--- src/rtl/dmem_arbiter_if.sv ---
// Bus bundle between the two requesters, the arbiter and the data memory.
// The arbiter takes the slave view; requesters and memory drive the master view.
interface dmem_arbiter_if #(
    parameter int DATA_W = 32
);
    logic              m0_req;
    logic              m0_we;
    logic [31:0]       m0_addr;
    logic [DATA_W-1:0] m0_wdata;
    logic              m0_ack;
    logic [DATA_W-1:0] m0_rdata;
    logic              m0_err;

    logic              m1_req;
    logic              m1_we;
    logic [31:0]       m1_addr;
    logic [DATA_W-1:0] m1_wdata;
    logic              m1_ack;
    logic [DATA_W-1:0] m1_rdata;
    logic              m1_err;

    logic [31:0]       mem_address;
    logic [DATA_W-1:0] mem_writeData;
    logic              mem_memWrite;
    logic              mem_memRead;
    logic [DATA_W-1:0] mem_readData;

    modport slave (
        input  m0_req, m0_we, m0_addr, m0_wdata,
        output m0_ack, m0_rdata, m0_err,
        input  m1_req, m1_we, m1_addr, m1_wdata,
        output m1_ack, m1_rdata, m1_err,
        output mem_address, mem_writeData, mem_memWrite, mem_memRead,
        input  mem_readData
    );

    modport master (
        output m0_req, m0_we, m0_addr, m0_wdata,
        input  m0_ack, m0_rdata, m0_err,
        output m1_req, m1_we, m1_addr, m1_wdata,
        input  m1_ack, m1_rdata, m1_err,
        input  mem_address, mem_writeData, mem_memWrite, mem_memRead,
        output mem_readData
    );
endinterface

--- src/rtl/dmem_arbiter.sv ---
// Round-robin arbiter sharing one single-port data memory between the CPU
// port (m0) and the DMA/loader port (m1), with a bounded burst per owner and
// blocking of out-of-range word addresses.
//
// state | meaning
// IDLE  | no owner, memory side quiet
// OWN0  | m0 owns the memory, ack0 follows req0
// OWN1  | m1 owns the memory, ack1 follows req1
module dmem_arbiter #(
    parameter int DATA_W    = 32,
    parameter int DEPTH     = 128,
    parameter int MAX_BURST = 4
) (
    input logic            clk,
    input logic            reset,
    dmem_arbiter_if.slave  bus
);
    localparam int CNT_W = (MAX_BURST > 1) ? $clog2(MAX_BURST) : 1;
    localparam logic [CNT_W-1:0] CNT_MAX = CNT_W'(MAX_BURST - 1);

    typedef enum logic [1:0] {IDLE = 2'd0, OWN0 = 2'd1, OWN1 = 2'd2} state_t;

    state_t            state, stateNext;
    logic              last, lastNext;
    logic [CNT_W-1:0]  cnt, cntNext;

    logic              who;
    logic              reqX, reqO, weX, inRange, errX;
    logic [31:0]       addrX;
    logic [DATA_W-1:0] wdataX, rdataX;

    // State, last-served master and burst count; last starts at 1 so m0 wins the first tie.
    always_ff @(posedge clk or posedge reset) begin
        if (reset) begin
            state <= IDLE;
            last  <= 1'b1;
            cnt   <= '0;
        end else begin
            state <= stateNext;
            last  <= lastNext;
            cnt   <= cntNext;
        end
    end

    // Owner mux, range check, memory-side drive and next-state selection.
    always_comb begin
        stateNext         = state;
        lastNext          = last;
        cntNext           = cnt;
        bus.m0_ack        = 1'b0;
        bus.m0_rdata      = '0;
        bus.m0_err        = 1'b0;
        bus.m1_ack        = 1'b0;
        bus.m1_rdata      = '0;
        bus.m1_err        = 1'b0;
        bus.mem_address   = '0;
        bus.mem_writeData = '0;
        bus.mem_memWrite  = 1'b0;
        bus.mem_memRead   = 1'b0;

        who     = (state == OWN1);
        reqX    = who ? bus.m1_req   : bus.m0_req;
        reqO    = who ? bus.m0_req   : bus.m1_req;
        weX     = who ? bus.m1_we    : bus.m0_we;
        addrX   = who ? bus.m1_addr  : bus.m0_addr;
        wdataX  = who ? bus.m1_wdata : bus.m0_wdata;
        inRange = (addrX < 32'(DEPTH));
        rdataX  = (reqX && inRange) ? bus.mem_readData : '0;
        errX    = reqX && !inRange;

        case (state)
            IDLE: begin
                if (bus.m0_req && (!bus.m1_req || last)) begin
                    stateNext = OWN0;
                    cntNext   = '0;
                end else if (bus.m1_req) begin
                    stateNext = OWN1;
                    cntNext   = '0;
                end
            end
            OWN0, OWN1: begin
                bus.mem_address   = addrX;
                bus.mem_writeData = wdataX;
                bus.mem_memWrite  = reqX && weX && inRange;
                bus.mem_memRead   = reqX && !weX && inRange;
                if (who) begin
                    bus.m1_ack   = reqX;
                    bus.m1_rdata = rdataX;
                    bus.m1_err   = errX;
                end else begin
                    bus.m0_ack   = reqX;
                    bus.m0_rdata = rdataX;
                    bus.m0_err   = errX;
                end

                if (!reqX) begin
                    // Owner let go without an access: hand over directly or go quiet.
                    if (reqO) begin
                        stateNext = who ? OWN0 : OWN1;
                        cntNext   = '0;
                    end else begin
                        stateNext = IDLE;
                    end
                end else begin
                    lastNext = who;
                    if (reqO && (cnt == CNT_MAX)) begin
                        stateNext = who ? OWN0 : OWN1;
                        cntNext   = '0;
                    end else if (cnt != CNT_MAX) begin
                        cntNext = cnt + 1'b1;
                    end
                end
            end
            default: stateNext = IDLE;
        endcase
    end
endmodule

--- src/flat_wrapper.sv ---
// flat-port wrapper written by rule: the top's interface ports become plain ports
module dmem_arbiter_flat 
#(
    parameter int DATA_W    = 32,
    parameter int DEPTH     = 128,
    parameter int MAX_BURST = 4
)
  (clk, reset, bus_m0_req, bus_m0_we, bus_m0_addr, bus_m0_wdata, bus_m0_ack, bus_m0_rdata, bus_m0_err, bus_m1_req, bus_m1_we, bus_m1_addr, bus_m1_wdata, bus_m1_ack, bus_m1_rdata, bus_m1_err, bus_mem_address, bus_mem_writeData, bus_mem_memWrite, bus_mem_memRead, bus_mem_readData);
  dmem_arbiter_if #(.DATA_W(DATA_W)) bus_i ();
  input logic clk;
  input logic reset;
  input wire logic [$bits(bus_i.m0_req)-1:0] bus_m0_req;
  input wire logic [$bits(bus_i.m0_we)-1:0] bus_m0_we;
  input wire logic [$bits(bus_i.m0_addr)-1:0] bus_m0_addr;
  input wire logic [$bits(bus_i.m0_wdata)-1:0] bus_m0_wdata;
  output wire logic [$bits(bus_i.m0_ack)-1:0] bus_m0_ack;
  output wire logic [$bits(bus_i.m0_rdata)-1:0] bus_m0_rdata;
  output wire logic [$bits(bus_i.m0_err)-1:0] bus_m0_err;
  input wire logic [$bits(bus_i.m1_req)-1:0] bus_m1_req;
  input wire logic [$bits(bus_i.m1_we)-1:0] bus_m1_we;
  input wire logic [$bits(bus_i.m1_addr)-1:0] bus_m1_addr;
  input wire logic [$bits(bus_i.m1_wdata)-1:0] bus_m1_wdata;
  output wire logic [$bits(bus_i.m1_ack)-1:0] bus_m1_ack;
  output wire logic [$bits(bus_i.m1_rdata)-1:0] bus_m1_rdata;
  output wire logic [$bits(bus_i.m1_err)-1:0] bus_m1_err;
  output wire logic [$bits(bus_i.mem_address)-1:0] bus_mem_address;
  output wire logic [$bits(bus_i.mem_writeData)-1:0] bus_mem_writeData;
  output wire logic [$bits(bus_i.mem_memWrite)-1:0] bus_mem_memWrite;
  output wire logic [$bits(bus_i.mem_memRead)-1:0] bus_mem_memRead;
  input wire logic [$bits(bus_i.mem_readData)-1:0] bus_mem_readData;
  assign bus_i.m0_req = bus_m0_req;
  assign bus_i.m0_we = bus_m0_we;
  assign bus_i.m0_addr = bus_m0_addr;
  assign bus_i.m0_wdata = bus_m0_wdata;
  assign bus_m0_ack = bus_i.m0_ack;
  assign bus_m0_rdata = bus_i.m0_rdata;
  assign bus_m0_err = bus_i.m0_err;
  assign bus_i.m1_req = bus_m1_req;
  assign bus_i.m1_we = bus_m1_we;
  assign bus_i.m1_addr = bus_m1_addr;
  assign bus_i.m1_wdata = bus_m1_wdata;
  assign bus_m1_ack = bus_i.m1_ack;
  assign bus_m1_rdata = bus_i.m1_rdata;
  assign bus_m1_err = bus_i.m1_err;
  assign bus_mem_address = bus_i.mem_address;
  assign bus_mem_writeData = bus_i.mem_writeData;
  assign bus_mem_memWrite = bus_i.mem_memWrite;
  assign bus_mem_memRead = bus_i.mem_memRead;
  assign bus_i.mem_readData = bus_mem_readData;
  dmem_arbiter #(.DATA_W(DATA_W), .DEPTH(DEPTH), .MAX_BURST(MAX_BURST)) u_core (.clk(clk), .reset(reset), .bus(bus_i));
endmodule
--- config.mk ---
export PLATFORM = sky130hd
export DESIGN_NAME = dmem_arbiter_flat
export DESIGN_NICKNAME = d
export VERILOG_FILES = /design/src/rtl/dmem_arbiter_if.sv /design/src/rtl/dmem_arbiter.sv /design/src/flat_wrapper.sv
export SDC_FILE = /design/constraint.sdc
export NUM_CORES = 1
export LEC_CHECK = 0
export ABC_AREA = 1
export CORE_AREA = 10 10 141 78
export CTS_CLUSTER_DIAMETER = 120
export DETAILED_ROUTE_END_ITERATION = 12
export DIE_AREA = 0 0 151 88
export PLACE_DENSITY = 0.95
export REMOVE_ABC_BUFFERS = 1
export SKIP_CTS_REPAIR_TIMING = 1
export SYNTH_ARGS = -nofsm -noshare
export SYNTH_HDL_FRONTEND = slang
export SYNTH_SLANG_ARGS = --single-unit
--- constraint.sdc ---
create_clock -name clk -period 3.6 [get_ports clk]
set_input_delay 1.08 -clock clk [delete_from_list [all_inputs] [get_ports clk]]
set_output_delay 1.08 -clock clk [all_outputs]
set_load 0.01 [all_outputs]
==> results of run 1 <==
-- sequential cells by signal, summed over array words and instances, names as in the netlist --
name and flops:
u_core.cnt 2, u_core.state 2, u_core.last 1
-- routing by layer --
metal / up-vias / wire length [um] / track usage, %
met2: 245 / 9310 / 40.0
met1: 1987 / 6090 / 21.4
met3: 54 / 1270 / 4.89
met5: - / 0 / 0
met4: 0 / 601 / 4.69
li1: 2104 / - / -
-- area by class of cell --
cell class              count  area (um^2)
repair buffers            368         3470
fillers                   667         2470
multi-input cells         369         2060
inverters                  42          168
well taps                 117          146
flip-flops and latches      5          126
clock buffers               4         78.8
diodes                      2         5.00
-- critical path, stage by stage --
cell            delay [ps]
dlymetal6s2s_1         130
inv_1                   60
nand2_1                 60
nand2_2                 80
nand2_2                 60
nor2_2                 130
nand2_2                110
nor2_8                 200
clkbuf_16              210
nand4_2                140
nor2_2                 130
buf_2                  150
-- cells by family (layout without fill, tap and decap cells) --
kind of cell / count (synthesis) / count (layout) / synth area share [%]
AND/OR/NAND/NOR: 336 / 336 / 69.1
adder cells (fa/ha/maj): 4 / 4 / 2.06
buffers and inverters: 78 / 414 / 17.4
flip-flops: 5 / 5 / 5.21
AO/OA/AOI/OAI: 29 / 29 / 6.14
other: 0 / 2 / 0
-- path summary, 6_finish.rpt --
check	cells past startpoint	slack, ps	end	from
setup / recovery	12	-10	bus_m1_rdata[21]	bus_m1_addr[15]
hold / removal	2	470	u_core.last	u_core.last
setup reg to reg	10	1410	u_core.state[1]	u_core.state[0]
hold reg to reg	2	470	u_core.last	u_core.last
max in group asynchronous	2	2270	u_core.last	reset
min in group asynchronous	2	1070	u_core.cnt[0]	reset
-- metrics by stage --
step | setup WS (ps) | hold slack [ps] | area, um^2 | power, W | setup TNS (ps)
after detailed placement | -703 | 460 | 5700 | 0.00331 | -44190
after floorplan | -2230 | 441 | 2160 | 0.00149 | -131700
after global routing | -91.5 | 491 | 6060 | 0.00412 | -2720
final | -9.83 | 466 | 6060 | 0.00389 | -9.83
after global placement | -627 | 453 | 5700 | 0.00326 | -38770
after CTS | -715 | 466 | 5780 | 0.00352 | -45030
-- report_power, final --
| part | leakage [nW] | internal (W) | switching, W |
|---|---|---|---|
| Sequential | 0.0627 | 0.0000844 | 0.0000168 |
| Combinational | 3.22 | 0.00166 | 0.00194 |
| Clock | 0.0382 | 0.000147 | 0.0000381 |
| Total | 3.32 | 0.00190 | 0.00199 |
-- synth_stat cells (all sizes together) --
library cell	count	area share, %
nor3	2	0.41
nand4	33	16
inv	41	6.6
ha	4	2.1
o31ai	1	0.31
o21ai	19	3.9
a21oi	8	1.7
dfstp	1	1.1
clkinv	1	0.15
nand3	41	9.0
clkbuf	16	2.5
nand2	158	26
or2	3	0.77
nor2	99	17
o22ai	1	0.26
buf	20	8.3
dfrtp	4	4.1
==> results.json, run 1 <==
{
  "rows": 24,
  "utilization_pct": 71.0,
  "hpwl_um": 12900,
  "synth_warnings": 0,
  "start_kind": "primary input",
  "fin_nets": 959,
  "cts_num_sinks": 5,
  "syn_to_final_growth_pct": 150,
  "syn_area_per_cell_um2": 5.36,
  "worstPathMaxFanout": 11,
  "period_share_pct": 100,
  "max-clock-path-buffers": 2,
  "grt_usage_pct": 20.3,
  "detail_route.wl_per_cell_um": 19.0,
  "worstPathRequired_ps": 2520,
  "root_buffer": "clkbuf_16",
  "clk_pin_slew_ps": 30,
  "vias_per_cell": 4.84,
  "die-area_um2": 13300,
  "clock_latency_ps": 230,
  "grt_max_degree": 31,
  "final_cell_mix": "179 x clkdlybuf4s50_1, 124 x nand2_1, 77 x nor2_1, 51 x buf_4, 46 x dlymetal6s2s_1",
  "place_inst": 878,
  "fin_cells": 907,
  "core-area_um2": 8530,
  "gp_congestion": 0.953,
  "violations": "negative setup slack",
  "vdd_drop_max_v": 0.000473,
  "drc": 0,
  "first_global_vias": 3875,
  "setup_viol": 1,
  "pin_count": 300,
  "rsz0062_at_grt": "yes",
  "relSlewSlack_pct": 69.6,
  "finalMaxSlewViolations": 0,
  "vias": 4390,
  "cts_buffers": 3,
  "drv_cap": 0,
  "synth.distinct_cells": 31,
  "ant_nets": 0,
  "fmax_ghz": 0.277,
  "powerDensity_nw_per_um2": 642,
  "worst_slew_pin_slew_ps": 451,
  "seq_area_frac_synth_pct": 5.21,
  "io_buffers": 299,
  "grt_antenna_before_repair": 2,
  "drive_above_1_share_pct": 32.5,
  "die_height_um": 88,
  "period_needed_ps": 3610,
  "postLayoutSetupSlackWorst_ps": -9.83,
  "worst-setup-path-type": "in -> out",
  "worstSetupEndpointType": "output pin",
  "clock_skew_ps": 0.951,
  "drtIter0Drc": 330,
  "netlist_instances": 452,
  "cts_tree": "done",
  "drt_wl_total_um": 17300,
  "fp.dieW_um": 151,
  "hold_viol": 0,
  "syn_area_um2": 2420,
  "cts_max_level": 1,
  "grt_overflow": 0,
  "grt_pass1_wl_um": 21600,
  "arrival_ps": 2530,
  "status": "finished with violations",
  "dr.pass1.iters": 5,
  "initial_core_util_pct": 28.4,
  "leakage_nw": 3.32,
  "ys_ff_latch": 5,
  "hold_class": "reg -> reg",
  "layout_commonest_cell": "clkdlybuf4s50_1"
}
(Power assumes the default switching activity.)
==> run 2: changes to the inputs <==
==> constraint.sdc (replaced) <==
create_clock -name clk -period 3.6 [get_ports clk]
set_input_delay 1.08 -clock clk [delete_from_list [all_inputs] [get_ports clk]]
set_output_delay 1.08 -clock clk [all_outputs]
set_load 0.005 [all_outputs]
==> run 2 against run 1 <==
  * The flow still finishes with violations (negative setup slack)
  * Highest routed layer unchanged
  * Critical path depth rose by 2
  * Sequential power up 5%
  * Worst setup slack got worse by 140 ps
  * Non-clock buffer count rose by 35
  * Register-to-register slack worse by 160 ps
  * Sequential share of layout area down 0.16 points
  * Flip-flop and latch count did not move
  * Final cell count increased by 3.7%
==> results.json, run 2 (synthesis results as in run 1) <==
{
  "cts_num_sinks": 5,
  "vias": 4712,
  "post_dp_cell_area_um2": 5730,
  "postLayoutSetupSlackWorst_ps": -153,
  "cts_tree": "done",
  "setup_viol": 65,
  "period_share_pct": 104,
  "final_cell_mix": "179 x clkdlybuf4s50_1, 129 x nand2_1, 72 x nor2_1, 67 x buf_4, 44 x dlymetal6s2s_1",
  "status": "finished with violations",
  "cts_buffers": 3,
  "first_global_vias": 4048,
  "drv_cap": 0,
  "violations": "negative setup slack",
  "fin_nets": 994,
  "gp_congestion": 0.988,
  "max-clock-path-buffers": 2,
  "die_height_um": 88,
  "ant_nets": 0,
  "reg_top3": "u_core.cnt x2, u_core.state x2, u_core.last x1",
  "start_kind": "primary input",
  "grt_pass1_wl_um": 22600,
  "fmax_ghz": 0.266,
  "cts_max_level": 1,
  "period_needed_ps": 3750,
  "hold_class": "reg -> reg",
  "arrival_ps": 2670,
  "clk_pin_slew_ps": 30,
  "io_buffers": 299,
  "relSlewSlack_pct": 57.7,
  "rsz0062_at_grt": "yes",
  "detail_route.wl_per_cell_um": 20.3,
  "core-area_um2": 8530,
  "pin_count": 300,
  "grt_overflow": 0,
  "worstPathRequired_ps": 2520,
  "drtIter0Drc": 333,
  "grt_usage_pct": 21.2,
  "fp.dieW_um": 151,
  "powerDensity_nw_per_um2": 581,
  "final_area_um2": 6570,
  "vdd_drop_max_v": 0.000395,
  "finalMaxSlewViolations": 0,
  "clock_latency_ps": 240,
  "finalPower_w": 0.00382,
  "die-area_um2": 13300,
  "initial_core_util_pct": 28.4,
  "root_buffer": "clkbuf_16",
  "grt_max_degree": 31,
  "drt_wl_total_um": 19100,
  "worst-setup-path-type": "in -> out",
  "rows": 24,
  "hpwl_um": 13300,
  "layout_commonest_cell": "clkdlybuf4s50_1",
  "grt_antenna_before_repair": 0,
  "worstPathMaxFanout": 6,
  "dr.pass1.iters": 5,
  "drc": 0,
  "hold_viol": 0,
  "clock_skew_ps": 6.58,
  "syn_to_final_growth_pct": 171,
  "n_fill_cell": 547,
  "drive_above_1_share_pct": 36.0,
  "vias_per_cell": 5.01,
  "leakage_nw": 3.62,
  "worst_slew_pin_slew_ps": 629,
  "worstSetupEndpointType": "output pin"
}
run 2: cell types whose count changed in the layout (fill, tap and decap cells not counted), moves of 5 or more:
cell / change
nand4_2: -17
nand4_4: +17
buf_4: +16
clkbuf_2: +14
buf_2: -13
buf_6: +12
inv_2: +6
inv_1: -5
nand2_1: +5
nor2_1: -5
run 2: worst max-delay path: stages:
cell and delay, ps:
dlymetal6s2s_1 120, inv_1 60, nand2_1 70, nand2_1 120, nand2_1 70, nor2_1 100, nand2_1 100, nor2_4 130
buf_12 140, buf_12 110, clkbuf_16 150, nand4_2 100, nor2_1 170, buf_2 150
run 2: final timing paths:
path / startpoint / to / slack [ps] / depth (start not counted)
max in group asynchronous: reset / u_core.last / 2290 / 2
min in group asynchronous: reset / u_core.state[0] / 1050 / 2
hold / removal: u_core.last / u_core.last / 510 / 2
setup reg to reg: u_core.state[0] / u_core.cnt[1] / 1250 / 10
setup / recovery: bus_m0_addr[30] / bus_m0_rdata[8] / -150 / 14
hold reg to reg: u_core.last / u_core.last / 510 / 2
run 2: area by class of cell:
class / instances / area [um^2] / share of cell area [%]
flip-flops and latches: 5 / 126 / 1.92
inverters: 42 / 165 / 2.51
repair buffers: 403 / 3850 / 58.5
well taps: 117 / 146 / 2.23
multi-input cells: 369 / 2210 / 33.6
clock buffers: 4 / 78.8 / 1.20
diodes: 1 / 2.50 / 0.0381
run 2: stage by stage:
step	setup TNS [ps]	worst slack [ps]	hold slack, ps	utilization (%)	cells
after global routing	-10160	-220	505	77.0	940
after floorplan	-125010	-2070	440	-	416
after global placement	-37510	-604	453	67.2	881
after CTS	-41850	-669	464	68.1	885
after detailed placement	-41240	-662	458	67.2	881
final	-4260	-153	511	77.1	941
run 2: routing by layer:
layer	wire length, um	track usage, %	part of all wire, %
met1	6550	21.7	34
met2	10300	41.6	54
met3	1580	5.35	8.3
met4	611	6.69	3.2
met5	0	0	0
run 2: power by group:
group | switching [W] | leakage (nW) | internal, W
registers | 0.0000212 | 0.0627 | 0.0000846
logic | 0.00185 | 3.52 | 0.00167
clock network | 0.0000457 | 0.0382 | 0.000148
